===== config.mk =====
export PLATFORM = sky130hd
export DESIGN_NAME = tick_gap_counter
export DESIGN_NICKNAME = d
export VERILOG_FILES = /design/src/rtl/tick_chk_pkg.sv /design/src/rtl/tick_gap_counter.sv
export SDC_FILE = /design/constraint.sdc
export NUM_CORES = 1
export LEC_CHECK = 0
export ABC_CLOCK_PERIOD_IN_PS = 2000
export CAP_MARGIN = 10
export CORE_AREA = 3 3 40 42
export DETAILED_ROUTE_END_ITERATION = 8
export DIE_AREA = 0 0 43 45
export DONT_BUFFER_PORTS = 1
export GPL_TIMING_DRIVEN = 1
export PLACE_DENSITY_LB_ADDON = 0.12
export SLEW_MARGIN = 20
export SYNTH_ARGS = -nofsm -noshare
export SYNTH_HDL_FRONTEND = slang
export SYNTH_SLANG_ARGS = --single-unit

===== constraint.sdc =====
create_clock -name clk -period 2 [get_ports clk]
set_clock_uncertainty 0.15 [all_clocks]
set_input_delay 0.1 -clock clk [delete_from_list [all_inputs] [get_ports clk]]
set_output_delay 0.1 -clock clk [all_outputs]
set_load 0.05 [all_outputs]

===== src/rtl/tick_chk_pkg.sv =====
// Shared types and default constants for the tick period checker.
package tick_chk_pkg;

    typedef enum logic [1:0] {
        IDLE   = 2'd0,
        ACQ    = 2'd1,
        LOCKED = 2'd2
    } tick_chk_state_t;

    localparam int unsigned DEF_PERIOD = 15001;
    localparam int unsigned DEF_CBITS  = 15;

endpackage


===== src/rtl/tick_gap_counter.sv =====
// Edges since the last tick: loads 1 on a tick, otherwise saturating increment.
module tick_gap_counter
    import tick_chk_pkg::*;
#(
    parameter int unsigned CBITS = DEF_CBITS
) (
    input  logic             clk,
    input  logic             rst,
    input  logic             load,
    output logic [CBITS-1:0] gap
);

    always_ff @(posedge clk) begin
        if (rst) begin
            gap <= '0;
        end else if (load) begin
            gap <= CBITS'(1);
        end else if (gap != {CBITS{1'b1}}) begin
            gap <= gap + CBITS'(1);
        end
    end

endmodule


# Word-level counts from Yosys, hierarchy flattened
# Index checks and enable logic that the tools add are counted.
classes:
  mux: 2
  eq_ne: 1
  n_addsub: 1
  n_reduce_logical: 2
ops:
  columns: ["cell", "count"]
  rows:
  - ["$add 15x1->15 const B", 1]
  - ["$ne 15x15->1 const B", 1]
  - ["$mux 1", 2]
  - ["$reduce_bool 2->1", 1]
  - ["$reduce_or 2->1", 1]
word_totals:
  elab_cells: 8
  output_inout_bits: 15
  in_bits: 3
  ff_bits: 15

# Logic depth before layout (Yosys ltp)
logic_depth:
  ltp_word: 3
  ltp_mapped: 6
  mapped_depth_nobuf: 5

# Worst setup path before layout
# OpenSTA, ideal clock, no wires.
synth_path:
  path_kind: "flip-flop to flip-flop"
  startpoint: "reg gap[0]"
  endpoint: "reg gap[12]"
  synth_period_minus_slack_ns: 2.164
  arrival_time_ns: 1.923
  t_required_ns: 1.759
  setup_ns: 0.091
  stages_incl_launch_ff: 6
  n_path_buf: 0
  path_slack_ns: -0.164
  cell_sequence: "dfxtp_1 ha_1 nand2_1 nor3_1 a41oi_1 a311oi_1"
synth_via:
  elab_chain_cells: 1
  word_cells_on_any_way: 2
  cone_classes: "add/sub (1); eq/ne (1)"
synth_lines:
  columns: ["element", "line_no", "source"]
  rows:
  - ["start: declaration", "tick_gap_counter.sv:10", "output logic [CBITS-1:0] gap"]
  - ["start signal: assignment", "tick_gap_counter.sv:19", "gap <= gap + CBITS'(1);"]
  - ["$add 15x1->15 / $ne 15x15->1 (equally long branches)", "tick_gap_counter.sv:19, tick_gap_counter.sv:18", null]
# Parallel ways exist; a longest one is shown, timed or not.
# A chain may end at the register's enable or synchronous reset.

# Final worst setup path
layout_path:
  startpoint: "reg gap[0]"
  endpoint: "reg gap[7]"
# Same word-level chain as after synthesis.

==> flow_metrics.py <==
metrics = {
    "status": {
        "outcome": "finished, final reports clean",
    },
    "placed_design": {
        "io_buffer_count": 0,
        "place.detailed.hpwl_um": 1293,
        "dp_slack_ns": 0.1733,
        "gp_congestion": 0.8254,
    },
    "cells_and_area": {
        "layout.nets": 108,
        "top_register": "gap",
        "largest_reg_flops": 15,
        "n_fill_cell": 102,
        "drive_gt1_share_pct": 33.01,
        "syn_to_final_growth_pct": 24.20,
        "antenna_cells": 0,
        "multiInputGateArea_um2": 420.4,
        "register_area_um2": 307.8,
        "largestRegisters": "gap x15",
    },
    "min_path": {
        "hold_class": "in -> reg",
        "hold_end": "gap[7]",
        "hold_path_depth": 2,
        "hold_start": "rst",
    },
    "setup_path": {
        "r2r-end": "gap[7]",
        "startpoint_type": "flop",
        "cp-end-kind": "flop",
        "crit_fanout": 14,
        "reg2reg_from": "gap[0]",
        "path_class": "reg -> reg",
        "ff2ff_setup_slack_ns": 0.14,
        "critPathRequiredTime_ns": 2.06,
        "reg2reg_depth": 5,
        "crit_arrival_ns": 1.92,
    },
    "timing": {
        "worstMarginPinSlew_ns": 0.3405,
        "period_share_pct": 92.88,
        "slew_viol_final": 0,
        "relSlewSlack_pct": 77.09,
        "fin_crit_ns": 1.858,
        "fmax_mhz": 538.4,
        "setup_ws_ns": 0.1425,
        "rsz0062_at_grt": "false",
        "setup_viol": 0,
        "finalSetupTns_ns": 0,
        "hold_viol": 0,
    },
    "synthesis": {
        "ys.flop_type": "dfxtp_1",
        "yosysMostFrequentCell": "dfxtp_1",
        "synth.net_count": 86,
        "synthTopCellsByArea": "dfxtp_1 (40%), a21oi_1 (6.1%), o31ai_1 (4.0%), or4_1 (4.0%), a31oi_1 (3.4%)",
        "post_synth.cell_area_avg_um2": 9.079,
        "synth_top_area_cell": "dfxtp_1",
        "ys_ff_latch": 15,
        "syn-cell-area_um2": 744.5,
        "syn-instance-count": 82,
        "synth_top_area_share_pct": 40.34,
        "synth_edf_count": 0,
        "yosysSeqAreaShare_pct": 40.34,
        "ys_warn_count": 0,
        "ys_types": 30,
        "synthTopCellsByCount": "dfxtp_1 (15), a21oi_1 (9), nand2_1 (6), nor2_1 (5), o21ai_0 (5)",
        "async_reset_ff_share_pct": 0,
    },
    "pwr": {
        "total_leakage_power_nw": 0.3346,
        "ir_drop_mv": 0.3189,
        "powerDensity_nw_per_um2": 553.6,
        "p_total_mw": 0.5119,
    },
    "global_routing": {
        "grt_pass1_wl_um": 2953,
        "grt_remaining_overflow": 0,
        "grt_start_max_net_pins": 15,
        "antenna_found_initial": 0,
        "grt_pass1_vias": 719,
        "grtUsageTotal_pct": 20.35,
    },
    "die": {
        "core_um2": 1285,
        "rows": 13,
        "die_y_um": 45,
        "initial_core_util_pct": 57.94,
        "die_x_um": 43,
        "ios": 18,
        "dieArea_um2": 1935,
    },
    "route": {
        "vias_per_cell": 6.331,
        "drtIter0Drc": 27,
        "drt-total-wl_um": 1822,
        "drc": 0,
        "wl_per_cell_um": 15.44,
        "ant_nets": 0,
        "vias": 747,
        "dr.pass1.iters": 4,
    },
    "job": {
        "maxCapViolCount": 0,
    },
    "clock_network": {
        "cts_buffers": 3,
        "cts_tree": "done",
        "cts_setup_buffers": 0,
        "post_cts_resized": 0,
        "clock_latency_ns": 0.28,
        "clk_pin_slew_ns": 0.09,
        "clockBufferDepth": 2,
        "cts.sinks": 15,
        "htree_levels": 1,
        "cts-root-buf": "clkbuf_4",
    },
}
-- metal layers --
metal  GRT usage, %  wire length [um]
met2          35.93               894
met3          4.382               122
met1          23.28               784
met4          10.24                21
met5              0                 0
-- worst max path at each step --
| stage | startpoint | end | slack [ns] | cells after the start |
|---|---|---|---|---|
| after global placement | gap[0] | gap[7] | 0.20 | 5 |
| after floorplan | gap[8] | gap[11] | 0.02 | 4 |
| after detailed placement | gap[0] | gap[7] | 0.17 | 5 |
| after CTS | gap[0] | gap[7] | 0.15 | 5 |
| after global routing | gap[0] | gap[7] | 0.07 | 5 |
| final | gap[0] | gap[7] | 0.14 | 5 |
-- power breakdown --
group	switching, mW	internal [mW]	leakage (nW)
sequential	0.00170	0.302	0.124
combinational	0.0239	0.0118	0.196
clock	0.0955	0.0774	0.0150
-- cell families after synthesis --
kind of cell / synth area share (%)
buffers and inverters: 3.193
and+or+nand+nor: 30.59
xor gates and xnor gates: 2.353
AOI/OAI and AO/OA: 20.50
muxes: 1.345
adders and majority gates: 1.680
DFF: 40.34
-- layout make-up --
cell class,instances,area share [%]
inverters,1,0.4060
well taps,15,2.030
repair buffers,19,15.97
flip-flops and latches,15,33.29
multi-input cells,64,45.47
clock buffers,4,2.842
-- repair_timing --
item                       CTS  global route
hold endpoints to repair     3             0
hold buffers                 2             0
setup endpoints to repair    0             0
-- worst max-delay path, cell delays in order (launching register included) --
cell and delay (ns):
dfxtp_2 0.33, ha_1 0.20, and4_2 0.24, and4_4 0.23
or4_1 0.50, a21oi_1 0.14
-- layout by cell type, fill, tap and decap left out, types with 2 or more instances in the layout --
| master | count |
|---|---|
| and4_2 | 2 |
| or3_1 | 3 |
| nor2_1 | 5 |
| nand4_1 | 3 |
| clkbuf_4 | 3 |
| buf_4 | 17 |
| xnor2_1 | 2 |
| a21oi_1 | 9 |
| dfxtp_1 | 9 |
| dfxtp_2 | 6 |
| o31ai_1 | 4 |
| dlygate4sd3_1 | 2 |
| nand2_1 | 6 |
| o21ai_0 | 5 |
| nand3_1 | 3 |
| or4_1 | 4 |
| a31oi_1 | 4 |
-- metrics by stage --
stage	cells	instance area, um^2	hold slack, ns	utilization (%)
floorplan	82	752.0	0.01165	-
global placement	112	878.3	0.02002	68.35
detailed placement	112	878.3	0.02029	68.35
CTS	118	924.6	0.002190	71.96
global route	118	924.6	0.02412	71.96
finish	118	924.6	0.004151	71.96
Power figures use the tool's default switching activity.
